==> src/rtl/fetch_control_unit_if.sv <==
// Bundles the fetch-side memory handshake, the decode valid/ready channel and the redirect/status lines.
// The fetch unit uses the master view; the memory/execute environment uses the slave view.
interface fetch_control_unit_if;
   logic [7:0]  pc;
   logic        fetch_enable;
   logic [19:0] instruction;
   logic        instruction_ready;
   logic        dec_valid;
   logic        dec_ready;
   logic [3:0]  dec_opcode;
   logic [3:0]  dec_rd;
   logic [3:0]  dec_rs;
   logic [7:0]  dec_imm;
   logic [7:0]  dec_pc;
   logic        redirect_valid;
   logic [7:0]  redirect_pc;
   logic        halted;
   logic        fetch_error;

   modport master (
      output pc, fetch_enable, dec_valid, dec_opcode, dec_rd, dec_rs, dec_imm, dec_pc,
             halted, fetch_error,
      input  instruction, instruction_ready, dec_ready, redirect_valid, redirect_pc
   );

   modport slave (
      input  pc, fetch_enable, dec_valid, dec_opcode, dec_rd, dec_rs, dec_imm, dec_pc,
             halted, fetch_error,
      output instruction, instruction_ready, dec_ready, redirect_valid, redirect_pc
   );
endinterface

==> src/rtl/fetch_control_unit.sv <==
// Front-end fetch controller: owns the pc, requests words from instruction memory, presents decoded
// fields to execute over valid/ready, and handles redirects, HALT and a fetch watchdog.
module fetch_control_unit #(
   parameter logic [7:0] RESET_PC      = 8'h00,
   parameter logic [7:0] PC_STEP       = 8'd3,
   parameter logic [3:0] HALT_OPCODE   = 4'hF,
   parameter int         FETCH_TIMEOUT = 16
) (
   input logic                  clk,
   input logic                  rst,
   fetch_control_unit_if.master bus
);

   localparam int WDOG_W = $clog2(FETCH_TIMEOUT);
   localparam logic [WDOG_W-1:0] WDOG_LAST = WDOG_W'(FETCH_TIMEOUT - 1);

   typedef enum logic [2:0] {
      BOOT,
      F_REQ,
      F_WAIT,
      D_HOLD,
      HALTED
   } state_t;

   state_t            state;
   logic [7:0]        pc;
   logic              fetch_enable;
   logic              dec_valid;
   logic [3:0]        dec_opcode;
   logic [3:0]        dec_rd;
   logic [3:0]        dec_rs;
   logic [7:0]        dec_imm;
   logic [7:0]        dec_pc;
   logic              halted;
   logic              fetch_error;
   logic              redirect_pend;
   logic [7:0]        redirect_target;
   logic [WDOG_W-1:0] wdog;

   assign bus.pc           = pc;
   assign bus.fetch_enable = fetch_enable;
   assign bus.dec_valid    = dec_valid;
   assign bus.dec_opcode   = dec_opcode;
   assign bus.dec_rd       = dec_rd;
   assign bus.dec_rs       = dec_rs;
   assign bus.dec_imm      = dec_imm;
   assign bus.dec_pc       = dec_pc;
   assign bus.halted       = halted;
   assign bus.fetch_error  = fetch_error;

   // Every output is registered; fetch_enable and fetch_error default low so they act as one-cycle pulses
   // raised only on the edge that enters F_REQ.
   always_ff @(posedge clk) begin
      if (rst) begin
         state           <= BOOT;
         pc              <= RESET_PC;
         fetch_enable    <= 1'b0;
         dec_valid       <= 1'b0;
         dec_opcode      <= 4'h0;
         dec_rd          <= 4'h0;
         dec_rs          <= 4'h0;
         dec_imm         <= 8'h00;
         dec_pc          <= 8'h00;
         halted          <= 1'b0;
         fetch_error     <= 1'b0;
         redirect_pend   <= 1'b0;
         redirect_target <= 8'h00;
         wdog            <= '0;
      end else begin
         fetch_enable <= 1'b0;
         fetch_error  <= 1'b0;
         case (state)
            BOOT: begin
               state        <= F_REQ;
               fetch_enable <= 1'b1;
            end
            F_REQ: begin
               wdog  <= '0;
               state <= F_WAIT;
               if (bus.redirect_valid) begin
                  redirect_pend   <= 1'b1;
                  redirect_target <= bus.redirect_pc;
               end
            end
            F_WAIT: begin
               // The memory cannot abort a fetch, so a redirect only takes effect once the word returns.
               if (bus.instruction_ready) begin
                  if (redirect_pend || bus.redirect_valid) begin
                     pc            <= bus.redirect_valid ? bus.redirect_pc : redirect_target;
                     redirect_pend <= 1'b0;
                     state         <= F_REQ;
                     fetch_enable  <= 1'b1;
                  end else begin
                     dec_opcode <= bus.instruction[19:16];
                     dec_rd     <= bus.instruction[15:12];
                     dec_rs     <= bus.instruction[11:8];
                     dec_imm    <= bus.instruction[7:0];
                     dec_pc     <= pc;
                     dec_valid  <= 1'b1;
                     state      <= D_HOLD;
                  end
               end else begin
                  if (bus.redirect_valid) begin
                     redirect_pend   <= 1'b1;
                     redirect_target <= bus.redirect_pc;
                  end
                  if (wdog == WDOG_LAST) begin
                     fetch_error  <= 1'b1;
                     fetch_enable <= 1'b1;
                     state        <= F_REQ;
                  end else begin
                     wdog <= wdog + 1'b1;
                  end
               end
            end
            D_HOLD: begin
               // A redirect beats a same-cycle dec_ready: the held instruction is dropped unaccepted.
               if (bus.redirect_valid) begin
                  dec_valid     <= 1'b0;
                  pc            <= bus.redirect_pc;
                  redirect_pend <= 1'b0;
                  state         <= F_REQ;
                  fetch_enable  <= 1'b1;
               end else if (bus.dec_ready) begin
                  dec_valid <= 1'b0;
                  if (dec_opcode == HALT_OPCODE) begin
                     halted <= 1'b1;
                     state  <= HALTED;
                  end else begin
                     pc           <= pc + PC_STEP;
                     state        <= F_REQ;
                     fetch_enable <= 1'b1;
                  end
               end
            end
            HALTED: begin
               if (bus.redirect_valid) begin
                  halted       <= 1'b0;
                  pc           <= bus.redirect_pc;
                  state        <= F_REQ;
                  fetch_enable <= 1'b1;
               end
            end
            default: state <= BOOT;
         endcase
      end
   end

endmodule

==> src/flat_wrapper.sv <==
// flat-port wrapper written by rule: the top's interface ports become plain ports
module fetch_control_unit_flat 
#(
   parameter logic [7:0] RESET_PC      = 8'h00,
   parameter logic [7:0] PC_STEP       = 8'd3,
   parameter logic [3:0] HALT_OPCODE   = 4'hF,
   parameter int         FETCH_TIMEOUT = 16
)
  (clk, rst, bus_pc, bus_fetch_enable, bus_dec_valid, bus_dec_opcode, bus_dec_rd, bus_dec_rs, bus_dec_imm, bus_dec_pc, bus_halted, bus_fetch_error, bus_instruction, bus_instruction_ready, bus_dec_ready, bus_redirect_valid, bus_redirect_pc);
  fetch_control_unit_if bus_i ();
  input logic clk;
  input logic rst;
  output wire logic [$bits(bus_i.pc)-1:0] bus_pc;
  output wire logic [$bits(bus_i.fetch_enable)-1:0] bus_fetch_enable;
  output wire logic [$bits(bus_i.dec_valid)-1:0] bus_dec_valid;
  output wire logic [$bits(bus_i.dec_opcode)-1:0] bus_dec_opcode;
  output wire logic [$bits(bus_i.dec_rd)-1:0] bus_dec_rd;
  output wire logic [$bits(bus_i.dec_rs)-1:0] bus_dec_rs;
  output wire logic [$bits(bus_i.dec_imm)-1:0] bus_dec_imm;
  output wire logic [$bits(bus_i.dec_pc)-1:0] bus_dec_pc;
  output wire logic [$bits(bus_i.halted)-1:0] bus_halted;
  output wire logic [$bits(bus_i.fetch_error)-1:0] bus_fetch_error;
  input wire logic [$bits(bus_i.instruction)-1:0] bus_instruction;
  input wire logic [$bits(bus_i.instruction_ready)-1:0] bus_instruction_ready;
  input wire logic [$bits(bus_i.dec_ready)-1:0] bus_dec_ready;
  input wire logic [$bits(bus_i.redirect_valid)-1:0] bus_redirect_valid;
  input wire logic [$bits(bus_i.redirect_pc)-1:0] bus_redirect_pc;
  assign bus_pc = bus_i.pc;
  assign bus_fetch_enable = bus_i.fetch_enable;
  assign bus_dec_valid = bus_i.dec_valid;
  assign bus_dec_opcode = bus_i.dec_opcode;
  assign bus_dec_rd = bus_i.dec_rd;
  assign bus_dec_rs = bus_i.dec_rs;
  assign bus_dec_imm = bus_i.dec_imm;
  assign bus_dec_pc = bus_i.dec_pc;
  assign bus_halted = bus_i.halted;
  assign bus_fetch_error = bus_i.fetch_error;
  assign bus_i.instruction = bus_instruction;
  assign bus_i.instruction_ready = bus_instruction_ready;
  assign bus_i.dec_ready = bus_dec_ready;
  assign bus_i.redirect_valid = bus_redirect_valid;
  assign bus_i.redirect_pc = bus_redirect_pc;
  fetch_control_unit #(.RESET_PC(RESET_PC), .PC_STEP(PC_STEP), .HALT_OPCODE(HALT_OPCODE), .FETCH_TIMEOUT(FETCH_TIMEOUT)) u_core (.clk(clk), .rst(rst), .bus(bus_i));
endmodule
==> config.mk <==
export PLATFORM = sky130hd
export DESIGN_NAME = fetch_control_unit_flat
export DESIGN_NICKNAME = d
export VERILOG_FILES = /design/src/rtl/fetch_control_unit_if.sv /design/src/rtl/fetch_control_unit.sv /design/src/flat_wrapper.sv
export SDC_FILE = /design/constraint.sdc
export NUM_CORES = 1
export LEC_CHECK = 0
export BUFFER_PORTS_ARGS = -buffer_cell sky130_fd_sc_hd__buf_2
export CORE_MARGIN = 3
export CORE_UTILIZATION = 56
export DETAILED_ROUTE_END_ITERATION = 16
export PLACE_DENSITY = 0.9
export SYNTH_ARGS = -nofsm -noshare
export SYNTH_HDL_FRONTEND = slang
export SYNTH_SLANG_ARGS = --single-unit
==> constraint.sdc <==
create_clock -name clk -period 5.7 [get_ports clk]
set_clock_uncertainty 0.2 [all_clocks]
set_input_delay 0.57 -clock clk [delete_from_list [all_inputs] [get_ports clk]]
set_output_delay 0.57 -clock clk [all_outputs]
set_load 0.005 [all_outputs]
==> flow_summary_export.csv, run 1 <==
group,metric,value,unit
routing,drtAntennaViolNets,0,
routing,wl,6.27,mm
grt,grt_use_met3,4.05,%
final_layout,fillers,379,
sta,worst_slew_pin_slew,1.04,ns
routing,num_vias,2534,
synthesis,ys.flop_type,"dfxtp_1",
clock_tree,cts_buffers,5,
grt,grt_use_total,23.1,%
clock_tree,clkTransAtPathRegs,0.10,ns
run_status,status,"completed",
clock_tree,cts_htree_levels,2,
synthesis,synth_edf_count,0,
routing,drt_iter0_drc,195,
floorplan,die_h,74.6,um
clock_tree,post_cts_buffers,0,
place,place_congestion,0.851,
sta,fmax,0.382,GHz
routing,drt-vias-per-instance,5.73,
final_layout,area_growth,15.4,%
synthesis,synth_area,2640,um2
grt,antenna_found_initial,0,
min_path,hold_path.class,"flop to flop",
final_layout,layout_commonest_cell,"buf_2",
grt,grt_max_degree,56,
floorplan,boundaryPins,73,
grt,grt.busiest_layer,"met2",
worst_setup_path,path_max_fanout,29,
routing,drt_pass1_iterations,4,
worst_setup_path,crit_arrival,2.66,ns
place,portBuffers,72,
synthesis,syn_area_per_cell,7.91,um2
grt,grtUsageMet1,29.3,%
worst_setup_path,cpPeakStageDelay,0.78,ns
worst_setup_path,end_kind,"flop",
floorplan,die_area,5560,um2
floorplan,die_x,74.6,um
sta,fin_ws,3.08,ns
final_layout,antenna_cells,0,
clock_tree,insertion_delay,0.31,ns
sta,finalMaxSlewViolations,0,
grt,grt-ovfl-total,0,
synthesis,synth-seq-cells,56,
worst_setup_path,crit_chain,"nor3b_2, nand3_1, a21oi_1, a21oi_1, nor2_1",
routing,drcViolationCount,0,
sta,tns,0,ns
job,cap_violations,0,
worst_setup_path,path_common_cell,"a21oi_1",
worst_setup_path,critPathRequiredTime,5.75,ns
final_layout,post_route_cells_drive_above_1_share,22.6,%
synthesis,synthCells,333,
clock_tree,cts_tree,"yes",
sta,rsz0062_at_grt,"no",
synthesis,syn-num-nets,368,
clock_tree,cts_sinks,56,
final_layout,multiInputGateArea,1380,um2
routing,wl_per_cell,14.2,um
place,pre_cts_slack,3.10,ns
worst_setup_path,critPathSlowestCell,"nand3_1",
clock_tree,cts_resized,0,
final_layout,mostFrequentLayoutCells,"72 x buf_2, 64 x nand2_1, 56 x dfxtp_1",
synthesis,ys_seq_area_share,42.5,%
final_layout,ff_latch_area,1120,um2
power_and_ir_drop,powerDensity,311,nW/um2
place,hpwlAfterDp,4.44,mm
synthesis,async_flop_share,0,%
floorplan,row_count,24,
sta,max-slew-margin-rel,30.3,%
grt,grt_pass1_vias,2286,
worst_setup_path,cp-start-kind,"flop",
clock_tree,clock_path_buffers,2,
sta,setup_violations,0,
clock_tree,cts_hold_buffers,0,
synthesis,yosys.cell_types.count,54,
synthesis,synth_warnings,0,
grt,grt_pass1_wl,10.1,mm
grt,use_met2,39.2,%
floorplan,core_region_area,4440,um2
worst_setup_path,criticalPathCategory,"flop to flop",
floorplan,start_util,59.3,%
sta,final.min_clock_period,2.62,ns
power_and_ir_drop,p_leak,1.25,nW
final_layout,fin_nets,424,
sta,fin_crit_sh,45.9,%
power_and_ir_drop,peakVddDrop,221,uV
sta,finalHoldViolCount,0,
clock_tree,root_buffer,"clkbuf_8",
## critical path: cells and delay by family (launching register included)
kind,cells,cell delay [ns]
flops,1,0.67
simple gates,3,1.25
compound gates,2,0.43
## stage by stage
step                      total power (W)  cell area [um2]  hold WS (ns)  utilization (%)  instances
after detailed placement         0.000737             2950         0.245             66.4        434
after CTS                        0.000948             3040         0.258             68.4        442
after floorplan                  0.000669             2640         0.249                -        333
after global routing              0.00100             3040         0.273             68.4        442
after global placement           0.000727             2950         0.238             66.4        434
final                            0.000946             3040         0.256             68.4        442
## metal layers
metal,vias up,wire (um)
li1,1280,-
met1,1176,2680
met2,68,3170
met3,10,312
met4,0,109
met5,-,0
## sequential cells by signal (all words and copies together) (netlist names)
name	flops
u_core.bus.dec_imm	8
u_core.bus.dec_opcode	4
u_core.bus.dec_pc	8
u_core.bus.dec_rd	4
u_core.bus.dec_rs	4
u_core.bus.dec_valid	1
u_core.bus.fetch_enable	1
u_core.bus.fetch_error	1
u_core.bus.halted	1
u_core.bus.pc	8
u_core.redirect_pend	1
u_core.redirect_target	8
u_core.state	3
u_core.wdog	4
## final timing paths
| path | startpoint | end | slack (ns) | depth (start not counted) |
|---|---|---|---|---|
| hold / removal | u_core.bus.dec_imm[6] | u_core.bus.dec_imm[6] | 0.26 | 2 |
| setup / recovery | u_core.state[1] | u_core.state[1] | 3.08 | 5 |
| setup reg to reg | u_core.state[1] | u_core.state[1] | 3.08 | 5 |
| hold reg to reg | u_core.bus.dec_imm[6] | u_core.bus.dec_imm[6] | 0.26 | 2 |
## where the power goes
group / leakage [nW] / switching (W) / internal [W]
Combinational: 0.752 / 0.000141 / 0.000107
Sequential: 0.454 / 0.0000563 / 0.000427
Clock: 0.0414 / 0.000128 / 0.0000877
## synth_stat cells, drive strengths merged (2+ instances only)
master / count / share of area, %
o21a: 3 / 0.85
nor3b: 2 / 0.76
nor3: 6 / 1.6
o221ai: 3 / 1.0
o21bai: 4 / 1.1
nor2: 33 / 4.7
nand2b: 3 / 0.71
a311oi: 3 / 1.0
a211oi: 8 / 2.7
a21oi: 46 / 8.7
clkbuf: 13 / 1.9
o21ai: 17 / 3.2
mux2i: 8 / 3.0
xor2: 2 / 0.66
xnor2: 3 / 1.0
nor4b: 2 / 0.66
o22ai: 2 / 0.47
o211ai: 3 / 0.85
nand3: 5 / 0.95
or2: 3 / 0.71
inv: 6 / 0.85
and2: 2 / 0.48
dfxtp: 56 / 43
ha: 2 / 0.95
nand4: 2 / 0.47
nand2: 64 / 9.1
buf: 10 / 2.3
nand3b: 3 / 0.85
## layout make-up
type,count,share of cell area (%)
Sequential cell,56,36.9
Inverter,6,0.741
Tap cell,52,2.14
Multi-Input combinational cell,248,45.5
Timing Repair Buffer,72,11.9
Clock inverter,2,0.535
Clock buffer,6,2.39
## kinds of logic after synthesis
| kind of cell | synth area share (%) |
|---|---|
| AO/OA/AOI/OAI | 23.8 |
| XOR/XNOR | 1.66 |
| flip-flops | 42.5 |
| adder cells (fa/ha/maj) | 0.950 |
| AND/OR/NAND/NOR | 23.0 |
| buffers and inverters | 4.99 |
| multiplexers | 3.04 |
Power figures use the tool's default switching activity.
==> run 2, diff against run 1 <==
--- a/config.mk
+++ b/config.mk
@@ -7,9 +7,9 @@
 export LEC_CHECK = 0
 export BUFFER_PORTS_ARGS = -buffer_cell sky130_fd_sc_hd__buf_2
 export CORE_MARGIN = 3
-export CORE_UTILIZATION = 56
+export CORE_UTILIZATION = 47
 export DETAILED_ROUTE_END_ITERATION = 16
-export PLACE_DENSITY = 0.9
+export PLACE_DENSITY = 0.81
 export SYNTH_ARGS = -nofsm -noshare
 export SYNTH_HDL_FRONTEND = slang
 export SYNTH_SLANG_ARGS = --single-unit
==> constraint.sdc (replaced) <==
create_clock -name clk -period 2.34 [get_ports clk]
set_clock_uncertainty 0.2 [all_clocks]
set_input_delay 0.234 -clock clk [delete_from_list [all_inputs] [get_ports clk]]
set_output_delay 0.234 -clock clk [all_outputs]
set_load 0.005 [all_outputs]
==> flow_summary_export.csv, run 2 (synthesized netlist as in run 1, its figures left out) <==
group,metric,value,unit
run_status,status,"completed",
routing,drt_pass1_iterations,6,
sta,holdWs,0.00833,ns
grt,grt_use_total,22.2,%
clock_tree,cts_tree,"yes",
floorplan,die_x,80.9,um
final_layout,mostFrequentLayoutCells,"72 x buf_2, 64 x nand2_1, 55 x dfxtp_1",
final_layout,fin_cells,498,
sta,fmax,0.456,GHz
sta,rsz0062_at_grt,"no",
floorplan,row_count,26,
final_layout,layout_commonest_cell,"buf_2",
sta,worst_slew_pin_slew,0.520,ns
power_and_ir_drop,peakVddDrop,454,uV
clock_tree,cts_sinks,56,
job,cap_violations,0,
final_layout,fin_nets,462,
floorplan,start_util,50.0,%
floorplan,boundaryPins,73,
grt,grt-ovfl-total,0,
sta,max-slew-margin-rel,65.3,%
place,place_congestion,0.840,
power_and_ir_drop,power.total,0.00252,W
sta,tns,0,ns
place,post-place-cells,463,
power_and_ir_drop,powerDensity,730,nW/um2
sta,final.min_clock_period,2.19,ns
worst_setup_path,end_kind,"flop",
worst_setup_path,critPathRequiredTime,2.38,ns
sta,finalMaxSlewViolations,0,
place,portBuffers,72,
floorplan,die_area,6540,um2
routing,drcViolationCount,0,
worst_setup_path,crit_arrival,2.23,ns
clock_tree,root_buffer,"clkbuf_8",
power_and_ir_drop,p_leak,1.43,nW
place,placed_area,3060,um2
grt,grt_pass1_vias,2517,
grt,grt_max_degree,29,
worst_setup_path,path_max_fanout,16,
final_layout,design_area,3440,um2
worst_setup_path,criticalPathCategory,"flop to flop",
grt,antenna_found_initial,0,
routing,drtAntennaViolNets,0,
routing,wl_per_cell,14.6,um
final_layout,post_route_cells_drive_above_1_share,23.8,%
floorplan,die_h,80.9,um
worst_setup_path,cp-start-kind,"flop",
clock_tree,clkTransAtPathRegs,0.10,ns
grt,grt_pass1_wl,11.6,mm
min_path,hold_path.class,"input port to flop",
sta,finalHoldViolCount,0,
routing,num_vias,2744,
place,hpwlAfterDp,4.73,mm
floorplan,core_region_area,5270,um2
clock_tree,cts_buffers,5,
clock_tree,cts_htree_levels,2,
sta,fin_crit_sh,93.6,%
final_layout,area_growth,30.7,%
routing,drt-vias-per-instance,5.51,
final_layout,antenna_cells,0,
sta,setup_violations,0,
routing,wl,7.27,mm
final_layout,fillers,456,
routing,drt_iter0_drc,174,
clock_tree,insertion_delay,0.30,ns
clock_tree,clock_path_buffers,2,
clock_tree,post_cts_buffers,0,
run 2: report_power, final:
part	internal (W)	total [W]	leakage, nW	switching [W]
sequential	0.00104	0.00117	0.454	0.000130
combinational	0.000324	0.000706	0.918	0.000383
clock	0.000324	0.000638	0.0558	0.000314
total	0.00169	0.00252	1.43	0.000826
run 2: what timing repair did:
action | CTS | global route
endpoints found under the hold margin | 26 | 0
setup endpoints to repair | 0 | 6
hold buffers | 26 | 0
gates resized for setup | 0 | 2
run 2: critical path, cell delays in order (launching register included):
cell and delay, ns:
dfxtp_1 0.48, or3b_4 0.50, o211a_2 0.18, nor3_2 0.45, o21ai_0 0.17, a21oi_1 0.16
run 2: area by class of cell:
type                       instances  area, um2  area share (%)
multi-input combinational        249       1400            40.6
tap                               70       87.6            2.54
sequential                        56       1120            32.6
clock buffer                       6       72.6            2.11
timing repair buffer             109        703            20.4
inverter                           6       22.5           0.654
clock inverter                     2       38.8            1.13
run 2: metrics by stage:
stage          util [%]  setup slack [ns]
2_1_floorplan         -             0.530
3_3_place_gp       58.0             0.266
3_5_place_dp       58.0             0.186
4_1_cts            65.1             0.125
5_1_grt            65.4            0.0663
6_report           65.4             0.149
run 2: layer usage:
layer,global-route usage (%),vias up,part of all wire [%]
li1,-,1361,-
met1,27.2,1277,43
met2,38.8,92,50
met3,4.55,14,5.5
met4,7.09,0,1.7
met5,0,-,0
run 2: final timing paths:
| check | startpoint | endpoint | slack (ns) | cells past startpoint |
|---|---|---|---|---|
| setup / recovery | u_core.state[0] | u_core.bus.pc[6] | 0.15 | 5 |
| hold / removal | bus_redirect_pc[3] | u_core.redirect_target[3] | 0.008 | 3 |
| setup reg to reg | u_core.state[0] | u_core.bus.pc[6] | 0.15 | 5 |
| hold reg to reg | u_core.bus.dec_imm[1] | u_core.bus.dec_imm[1] | 0.26 | 2 |
